`config.mk`:
```
export PLATFORM = sky130hd
export DESIGN_NAME = ex_muldiv
export DESIGN_NICKNAME = d
export VERILOG_FILES = /design/src/rtl/ex_muldiv.sv
export SDC_FILE = /design/constraint.sdc
export NUM_CORES = 1
export LEC_CHECK = 0
export ABC_AREA = 1
export CORE_MARGIN = 8
export CORE_UTILIZATION = 31
export DETAILED_ROUTE_END_ITERATION = 6
export PLACE_DENSITY = 0.46
export SYNTH_ARGS = -nofsm -noshare
export SYNTH_HDL_FRONTEND = slang
export SYNTH_SLANG_ARGS = --single-unit
```
`constraint.sdc`:
```
create_clock -name clk -period 5.2 [get_ports clk]
set_clock_uncertainty 0.1 [all_clocks]
set_input_delay 1.04 -clock clk [delete_from_list [all_inputs] [get_ports clk]]
set_output_delay 1.04 -clock clk [all_outputs]
set_load 0.05 [all_outputs]
```
`src/rtl/ex_muldiv.sv`:
```
// rtl/ex_muldiv.sv - RV32M multiply/divide unit for the EX stage (shift-add multiply, restoring divide)
// Optional MULDIV_FAST_MUL_EN: single-cycle combinational multiply; divide stays iterative.
module ex_muldiv #(
  parameter int unsigned WIDTH  = 32,
  parameter logic [6:0]  OP_REG = 7'b0110011
) (
  input  logic             clk,
  input  logic             rst,
  input  logic             flush,
  input  logic             hold,
  input  logic [6:0]       EX_op,
  input  logic [6:0]       EX_funct7,
  input  logic [2:0]       EX_funct3,
  input  logic [WIDTH-1:0] EX_rs1_data,
  input  logic [WIDTH-1:0] EX_rs2_data,
  output logic             md_stall,
  output logic             md_busy,
  output logic             md_valid,
  output logic [WIDTH-1:0] md_result
);

  localparam int unsigned CW = $clog2(WIDTH);

  typedef enum logic [1:0] {S_IDLE, S_MUL, S_DIV, S_DONE} state_t;

  state_t             state_q, state_d;
  logic [CW-1:0]      cnt_q, cnt_d;
  logic [2*WIDTH-1:0] acc_q, acc_d;
  logic [WIDTH-1:0]   opb_q, opb_d;
  logic [1:0]         f3_q, f3_d;
  logic               neg_q, neg_d;
  logic               nrem_q, nrem_d;
  logic [WIDTH-1:0]   res_q, res_d;

  logic             start, a_sgn, b_sgn, a_neg, b_neg, div_zero, div_ovf, last;
  logic [WIDTH-1:0] a_abs, b_abs;

  // Operands are converted to magnitudes at start; signs are reapplied on the final edge.
  assign start    = (state_q == S_IDLE) && (EX_op == OP_REG) && (EX_funct7 == 7'b0000001)
                    && !flush && !rst;
  assign a_sgn    = EX_funct3[2] ? !EX_funct3[0] : (EX_funct3[1:0] != 2'b11);
  assign b_sgn    = EX_funct3[2] ? !EX_funct3[0] : !EX_funct3[1];
  assign a_neg    = a_sgn && EX_rs1_data[WIDTH-1];
  assign b_neg    = b_sgn && EX_rs2_data[WIDTH-1];
  assign a_abs    = a_neg ? -EX_rs1_data : EX_rs1_data;
  assign b_abs    = b_neg ? -EX_rs2_data : EX_rs2_data;
  assign div_zero = (EX_rs2_data == '0);
  assign div_ovf  = !EX_funct3[0] && (EX_rs1_data == {1'b1, {(WIDTH-1){1'b0}}})
                    && (EX_rs2_data == '1);
  assign last     = (cnt_q == CW'(WIDTH-1));

  logic [WIDTH:0]     mul_sum;
  logic [2*WIDTH-1:0] mul_nxt, mul_prod;
  logic [WIDTH:0]     div_r;
  logic               div_ge;
  logic [WIDTH-1:0]   div_sub, div_q, div_rem;
  logic [2*WIDTH-1:0] div_nxt;

  assign mul_sum  = {1'b0, acc_q[2*WIDTH-1:WIDTH]} + (acc_q[0] ? {1'b0, opb_q} : '0);
  assign mul_nxt  = {mul_sum, acc_q[WIDTH-1:1]};
  assign mul_prod = neg_q ? -mul_nxt : mul_nxt;

  assign div_r    = acc_q[2*WIDTH-1:WIDTH-1];
  assign div_ge   = (div_r >= {1'b0, opb_q});
  assign div_sub  = div_r[WIDTH-1:0] - opb_q;
  assign div_nxt  = div_ge ? {div_sub, acc_q[WIDTH-2:0], 1'b1}
                           : {div_r[WIDTH-1:0], acc_q[WIDTH-2:0], 1'b0};
  assign div_q    = neg_q  ? -div_nxt[WIDTH-1:0] : div_nxt[WIDTH-1:0];
  assign div_rem  = nrem_q ? -div_nxt[2*WIDTH-1:WIDTH] : div_nxt[2*WIDTH-1:WIDTH];

`ifdef MULDIV_FAST_MUL_EN
  logic signed [WIDTH:0]     fast_a, fast_b;
  logic        [2*WIDTH-1:0] fast_prod;
  assign fast_a    = {a_sgn && EX_rs1_data[WIDTH-1], EX_rs1_data};
  assign fast_b    = {b_sgn && EX_rs2_data[WIDTH-1], EX_rs2_data};
  assign fast_prod = (2*WIDTH)'(fast_a * fast_b);
`endif

  always_comb begin
    state_d = state_q;
    cnt_d   = cnt_q;
    acc_d   = acc_q;
    opb_d   = opb_q;
    f3_d    = f3_q;
    neg_d   = neg_q;
    nrem_d  = nrem_q;
    res_d   = res_q;
    case (state_q)
      S_IDLE: begin
        if (start) begin
          f3_d  = EX_funct3[1:0];
          cnt_d = '0;
          neg_d = a_neg ^ b_neg;
          if (EX_funct3[2]) begin
            opb_d  = b_abs;
            acc_d  = {{WIDTH{1'b0}}, a_abs};
            nrem_d = a_neg;
            if (div_zero) begin
              state_d = S_DONE;
              res_d   = EX_funct3[1] ? EX_rs1_data : '1;
            end else if (div_ovf) begin
              state_d = S_DONE;
              res_d   = EX_funct3[1] ? '0 : EX_rs1_data;
            end else begin
              state_d = S_DIV;
            end
          end else begin
`ifdef MULDIV_FAST_MUL_EN
            state_d = S_DONE;
            res_d   = (EX_funct3[1:0] == 2'b00) ? fast_prod[WIDTH-1:0]
                                                : fast_prod[2*WIDTH-1:WIDTH];
`else
            opb_d   = a_abs;
            acc_d   = {{WIDTH{1'b0}}, b_abs};
            state_d = S_MUL;
`endif
          end
        end
      end
      S_MUL: begin
        if (flush) begin
          state_d = S_IDLE;
        end else begin
          acc_d = mul_nxt;
          cnt_d = cnt_q + 1'b1;
          if (last) begin
            state_d = S_DONE;
            res_d   = (f3_q == 2'b00) ? mul_prod[WIDTH-1:0] : mul_prod[2*WIDTH-1:WIDTH];
          end
        end
      end
      S_DIV: begin
        if (flush) begin
          state_d = S_IDLE;
        end else begin
          acc_d = div_nxt;
          cnt_d = cnt_q + 1'b1;
          if (last) begin
            state_d = S_DONE;
            res_d   = f3_q[1] ? div_rem : div_q;
          end
        end
      end
      default: begin
        if (flush || !hold) state_d = S_IDLE;
      end
    endcase
  end

  always_ff @(posedge clk or posedge rst) begin
    if (rst) begin
      state_q <= S_IDLE;
      cnt_q   <= '0;
      acc_q   <= '0;
      opb_q   <= '0;
      f3_q    <= '0;
      neg_q   <= 1'b0;
      nrem_q  <= 1'b0;
      res_q   <= '0;
    end else begin
      state_q <= state_d;
      cnt_q   <= cnt_d;
      acc_q   <= acc_d;
      opb_q   <= opb_d;
      f3_q    <= f3_d;
      neg_q   <= neg_d;
      nrem_q  <= nrem_d;
      res_q   <= res_d;
    end
  end

  assign md_busy   = (state_q == S_MUL) || (state_q == S_DIV);
  assign md_stall  = start || (md_busy && !flush);
  assign md_valid  = (state_q == S_DONE);
  assign md_result = res_q;

endmodule
```
==> out/qor.txt, run 1 <==
================================================================================
Die boundary height                                                       265 µm
HPWL after detailed placement                                           85300 µm
Final instance count without filler cells                                   4358
Cell chain of the critical path                                     buf_4 > nand2_1 > inv_1 > ha_1 > fa_1 > xnor2_1 > nand3_1 > nor2_1 > nand3_1 > nor3_1 > nand2_1 > nor3_1 > nand2_1 > nand3_1 > nand3_1 > a21oi_1 > nand2_1 > nand2_1 > nand2_1
Pin count of the biggest net entering global routing                          88
Total power                                                             0.0130 W
Post-route antenna net violation count                                         0
Most repeated cell in the gate-level netlist after synthesis             nand2_1
TritonCTS Buffers                                                             17
Number of synthesized register bits                                          139
Number of buffers added to fix hold violations after cts                       0
Share of post-route cells with drive strength above 1                      5.42%
Wire length of the first global-routing pass                           151000 µm
Status                                                              finished with violations
Drt initial violations                                                      2696
Max incr delay on CP                                                     0.56 ns
Area share of the leading cell type in the synthesized netlist             21.1%
Final weighted congestion in routability-driven placement                  0.976
Internal power summed over all cells                                   0.00482 W
FF/Latch Area                                                        0.00348 mm²
Die extent in x                                                           265 µm
Async set or reset register ratio after synthesis                           100%
DR vias                                                                    23500
Combinational fraction of design power                                     76.4%
Max IR drop VDD                                                       0.000471 V
Die area                                                              0.0703 mm²
Worst hold margin                                                       0.381 ns
Number of remaining DRC errors                                                 3
Relative contribution of the clock network to total power                   9.4%
Fillers                                                                     7050
Kind of end point of the critical path                                  register
Signal arrival time at the worst endpoint                                4.99 ns
Number of antenna violations at the first check in global routing              2
Number of clock sinks                                                        139
Number of warnings reported in the yosys synthesis log                         0
Required time worst endpoint                                             5.47 ns
Mean Syn Cell Area                                                      5.61 µm²
Final min period                                                         4.72 ns
Worst slew pin tran                                                     0.982 ns
Initial core utilization                                                   31.2%
Fraction of power consumed by sequential logic                             14.1%
Layout area overhead                                                       14.3%
RSZ-0062 raised after global routing                                       false
Kind of critical path                                                 reg -> reg
Cell types occupying the most area after synthesis                  nand2_1 21%, dfrtp_1 18%, inv_1 9.8%, nand3_1 7.0%, nor2_1 6.6%
Boundary pin count                                                           120
Fraction of the yosys area taken by sequential cells                       18.1%
Hold violation total from the final report                                     0
Path category of the worst min-delay check                            reg -> reg
Top Family by Delay on Critical Path                                simple AND/OR/NAND/NOR gates
Sum Neg Setup Slack                                                         0 ns
# diodes                                                                       0
Post-synth net total                                                        3590
Most common flop cell mapped by yosys                                    dfrtp_1
Clk Latency, worst-skew pair                                             0.47 ns
H-tree level count                                                             4
Input/output buffers                                                         119
Setup bufs post-CTS                                                            0
Quantity of gates resized following cts                                        0
Violated checks                                                     design-rule violations
Number of flops mapped to enable cells by yosys                                0
Most common cell on crit path                                            nand2_1
Area of the placeable core                                            0.0616 mm²
Cell Count Post-Placement                                                   4327
Detailed-route wire length per cell                                      23.7 µm
Maximum fanout count along the critical path                                  18
Reported net switching power                                           0.00818 W
Synthesized netlist cell count                                              3428
Worst-case clock buffer depth                                                  2
Worst slew margin                                                          34.4%
Post-synth top area cell                                                 nand2_1
Cell leakage power                                                       11.3 nW
Mean number of vias per cell                                                5.38
Number of endpoints failing setup at the final stage                           0
Remaining global-route overflow                                                0
Fmax achieved                                                            212 MHz
Worst path bufs/invs                                                           2
Period Utilization, post-route                                             90.8%
Fraction of power spent switching nets                                     62.9%
Row Count                                                                     91
Multi-input logic area                                                0.0133 mm²
Synth Cell Area                                                       0.0192 mm²
Maximum capacitance violations                                                 0
Clock tree from TritonCTS                                                   done
Cell at the root of the clock tree                                     clkbuf_16
Pre-Repair DR Iteration Count                                                  7
Cell with the largest stage delay on the worst path                         fa_1
PD cells                                                              591 mW/mm²
Number of nets in the layout                                                3671
Via count of the first global-routing pass                                 22500
Synth top cells by count                                            1082 x nand2_1, 505 x inv_1, 339 x nor2_1, 271 x nand3_1, 212 x o21ai_0
Library cells used by synthesis                                               60
Clk pin slew, worst setup/hold paths                                     0.07 ns
Final routed wirelength across all metal layers                        103000 µm
Kind of launch point of the worst setup path                            register
GR Util All Layers                                                         28.6%
Pins Over Slew Limit                                                           0
================================================================================
-- worst min-delay path: cells and delay by family (launching register included) --
| family | cells | cell delay (ns) |
|---|---|---|
| simple gates | 2 | 0.11 |
| flops | 1 | 0.34 |
-- power groups by stage --
stage               Clock [W]  Sequential, W  Combinational [W]
floorplan                   0        0.00197            0.00611
global placement            0        0.00186            0.00975
detailed placement          0        0.00185            0.00969
CTS                   0.00123        0.00183            0.00973
global route          0.00127        0.00186             0.0108
finish                0.00122        0.00184            0.00994
-- flip-flops by register name (all words and copies together), names as in the netlist --
name and count:
cnt_q 5, acc_q 64, f3_q 2, state_q 2, md_result 32, opb_q 32, nrem_q 1, neg_q 1
-- layer usage --
| layer | GRT usage [%] | vias up | share of wire (%) |
|---|---|---|---|
| li1 | - | 11300 | - |
| met1 | 36.8 | 10900 | 42 |
| met3 | 3.76 | 205 | 6.6 |
| met2 | 46.7 | 1011 | 45 |
| met5 | 0 | - | 0.021 |
| met4 | 14.9 | 4 | 5.9 |
-- cells in the final DEF (no fill, tap or decap), types with 6 or more instances in the layout --
| cell type | Yosys | routed |
|---|---|---|
| a21oi_1 | 180 | 180 |
| a22o_1 | 12 | 12 |
| a22oi_1 | 20 | 20 |
| a31oi_1 | 16 | 16 |
| and2_1 | 7 | 7 |
| buf_4 | 6 | 67 |
| clkbuf_16 | 0 | 17 |
| clkdlybuf4s50_1 | 0 | 118 |
| clkinv_1 | 6 | 6 |
| dfrtp_1 | 139 | 138 |
| ha_1 | 75 | 75 |
| inv_1 | 505 | 503 |
| inv_2 | 9 | 10 |
| nand2_1 | 1082 | 1080 |
| nand2_2 | 29 | 31 |
| nand3_1 | 271 | 271 |
| nand3_2 | 12 | 12 |
| nand3b_1 | 15 | 15 |
| nand4_1 | 47 | 47 |
| nor2_1 | 339 | 338 |
| nor2_2 | 16 | 16 |
| nor2_4 | 6 | 7 |
| nor3_1 | 37 | 37 |
| nor4_1 | 18 | 18 |
| o211ai_1 | 17 | 17 |
| o21ai_0 | 212 | 212 |
| o21ai_1 | 10 | 10 |
| o221ai_1 | 40 | 40 |
| o22ai_1 | 48 | 48 |
| o311ai_0 | 9 | 9 |
| xnor2_1 | 7 | 7 |
| xor2_1 | 74 | 74 |
-- through the flow --
stage | util (%) | area (µm²) | setup slack (ns)
6_report | 35.7 | 22000 | 0.480
5_1_grt | 35.7 | 22000 | 0.157
4_1_cts | 35.7 | 22000 | 0.654
3_5_place_dp | 34.8 | 21400 | 0.456
3_3_place_gp | 34.8 | 21400 | 0.464
2_1_floorplan | - | 19200 | 0.335
-- cell type report --
cell class	instances	share of cell area, %
sequential	139	15.8
clock inverter	11	0.393
multi-input combinational	2645	60.3
timing repair buffer	186	7.75
tap	837	4.76
clock buffer	20	2.08
inverter	520	8.90
-- cell families after synthesis --
group,share of synthesized area [%]
DFF,18.1
and+or+nand+nor,42.1
xor gates and xnor gates,3.69
buffers and inverters,13.1
adders and majority gates,5.08
AOI/OAI and AO/OA,18.0
-- worst paths after layout --
kind                               from            end  slack [ns]  cells after the start
hold reg to reg            md_result[4]   md_result[4]        0.38                      2
min in group asynchronous           rst     state_q[1]        1.05                      2
hold / removal             md_result[4]   md_result[4]        0.38                      2
setup / recovery               acc_q[0]  md_result[18]        0.48                     19
setup reg to reg               acc_q[0]  md_result[18]        0.48                     19
max in group asynchronous           rst      acc_q[47]        3.07                      3
Note: power is estimated with default switching activity, not from simulation.
==> run 2, diff against run 1 <==
--- a/config.mk
+++ b/config.mk
@@ -10,6 +10,7 @@
 export CORE_UTILIZATION = 31
 export DETAILED_ROUTE_END_ITERATION = 6
 export PLACE_DENSITY = 0.46
+export RECOVER_POWER = 50
 export SYNTH_ARGS = -nofsm -noshare
 export SYNTH_HDL_FRONTEND = slang
 export SYNTH_SLANG_ARGS = --single-unit
==> constraint.sdc (replaced) <==
create_clock -name clk -period 5.4 [get_ports clk]
set_clock_uncertainty 0.1 [all_clocks]
set_input_delay 1.08 -clock clk [delete_from_list [all_inputs] [get_ports clk]]
set_output_delay 1.08 -clock clk [all_outputs]
set_load 0.05 [all_outputs]
==> run 2 against run 1 <==
- the run ends with max-capacitance violations, max-slew violations left
- critical path depth down 13
- worst setup slack better by 0.43 ns
- register-to-register slack better by 0.46 ns
- combinational power down 7.2%
- via count about the same
- sequential power down 2%
- die area unchanged
- hold slack worse by 0.0011 ns
- largest power group unchanged
==> out/qor.txt, run 2 (synthesis results as in run 1) <==
==================================================================================
Sum Neg Setup Slack                                                           0 ns
Number of remaining DRC errors                                                   0
Pin count of the biggest net entering global routing                            83
Final routed wirelength across all metal layers                          102000 µm
Boundary pin count                                                             120
Most used cells in the layout excluding fill and tap cells            1080 x nand2_1, 504 x inv_1, 338 x nor2_1
Kind of launch point of the worst setup path                            input port
Initial core utilization                                                     31.2%
Top layer reached by signal wires                                             met5
Flip-flop count of the largest register, all copies and words added             64
Met3 routed wirelength                                                     7440 µm
Cell at the root of the clock tree                                       clkbuf_16
Path category of the worst min-delay check                              reg -> reg
Required time worst endpoint                                               4.22 ns
H-tree level count                                                               4
Most flop-heavy register                                                     acc_q
Met2 routed WL                                                            45400 µm
Quantity of gates resized following cts                                          0
HPWL after detailed placement                                             83000 µm
Max IR drop VDD                                                         0.000568 V
TritonCTS Buffers                                                               17
Die extent in x                                                             265 µm
Final weighted congestion in routability-driven placement                    0.989
Kind of critical path                                                    in -> out
Die area                                                                0.0703 mm²
Number of antenna violations at the first check in global routing                2
Number of clock sinks                                                          139
PD cells                                                                562 mW/mm²
RSZ-0062 raised after global routing                                         false
Pre-Repair DR Iteration Count                                                    7
Drt initial violations                                                        2387
Signal arrival time at the worst endpoint                                  3.31 ns
Worst slew margin                                                           -7.73%
Number of buffers added to fix hold violations after cts                         0
Fmax achieved                                                              223 MHz
Detailed-route wire length per cell                                        23.4 µm
Remaining global-route overflow                                                  0
Input/output buffers                                                           119
Core utilization of the finished layout                                      35.6%
Number of nets in the layout                                                  3655
Hold violation total from the final report                                       0
Routed met1 length                                                        43400 µm
Period Utilization, post-route                                               83.1%
Clk Latency, worst-skew pair                                               0.51 ns
Clk pin slew, worst setup/hold paths                                       0.08 ns
Mean number of vias per cell                                                  5.40
Final min period                                                           4.49 ns
Number of endpoints failing setup at the final stage                             0
Pins Over Slew Limit                                                            59
# diodes                                                                         0
Setup bufs post-CTS                                                              0
Area of the placeable core                                              0.0616 mm²
Wire length of the first global-routing pass                             149000 µm
Most common cell after layout, fill and taps aside                         nand2_1
Clock tree from TritonCTS                                                     done
Status                                                                finished with violations
Maximum fanout count along the critical path                                    24
Maximum capacitance violations                                                   1
DR vias                                                                      23500
Worst slew pin tran                                                        1.62 ns
Post-route antenna net violation count                                           0
Cell leakage power                                                         11.3 nW
Violated checks                                                       max-capacitance violations, max-slew violations
GR Util All Layers                                                           28.2%
Row Count                                                                       91
Kind of end point of the critical path                                  output pin
Worst-case clock buffer depth                                                    2
Share of post-route cells with drive strength above 1                        4.96%
Layout area overhead                                                         13.8%
Via count of the first global-routing pass                                   22300
Die boundary height                                                         265 µm
==================================================================================
-- run 2: cell count changes in the layout (fill, tap and decap cells not counted), sizes merged --
| cell | before | now |
|---|---|---|
| dlygate4sd3 | 0 | 13 |
| clkinvlp | 5 | 0 |
| buf | 68 | 49 |
| clkinv | 8 | 10 |
| inv | 518 | 524 |
| clkdlybuf4s50 | 118 | 105 |
| bufinv | 0 | 1 |
-- run 2: worst max-delay path, stage by stage --
cell           delay (ns)
dlygate4sd3_1        0.63
nor3_1               0.07
nand3_1              0.09
clkbuf_1             0.98
nand2_1              0.17
buf_4                0.27
-- run 2: path summary, 6_finish.rpt --
path                                from            end  slack, ns  cells past startpoint
max                                  rst       md_stall       0.91                      6
min                        md_result[29]  md_result[29]       0.38                      2
max reg2reg                     acc_q[0]  md_result[28]       0.94                     22
min reg2reg                md_result[29]  md_result[29]       0.38                      2
max in group asynchronous            rst      acc_q[61]       1.95                      3
min in group asynchronous            rst     state_q[1]       1.13                      2
-- run 2: cell type report --
class	instances	area [µm²]
Clock buffer	17	425
Clock inverter	15	173
Fill cell	7118	39700
Inverter	520	1960
Multi-Input combinational cell	2645	13300
Sequential cell	139	3480
Tap cell	837	1050
Timing Repair Buffer	170	1560
-- run 2: per-layer routing --
layer	global-route usage, %	up-vias
met2	45.5	980
li1	-	11300
met1	36.5	11000
met4	13.8	2
met3	4.52	179
met5	0	-
-- run 2: metrics by stage --
stage / area (µm²) / cells / setup WS [ns] / total power [W] / hold slack [ns]
2_1_floorplan: 19200 / 3428 / 0.495 / 0.00778 / 0.354
3_3_place_gp: 21300 / 4311 / 0.941 / 0.0109 / 0.371
3_5_place_dp: 21300 / 4311 / 0.862 / 0.0109 / 0.369
4_1_cts: 21900 / 4343 / 1.08 / 0.0122 / 0.392
5_1_grt: 21900 / 4343 / 0.612 / 0.0133 / 0.414
6_report: 21900 / 4343 / 0.912 / 0.0123 / 0.380
-- run 2: power breakdown --
group,internal (W),switching [W],total (W)
combinational,0.00260,0.00663,0.00922
sequential,0.00135,0.000456,0.00180
clock,0.000661,0.000632,0.00129
total,0.00461,0.00771,0.0123
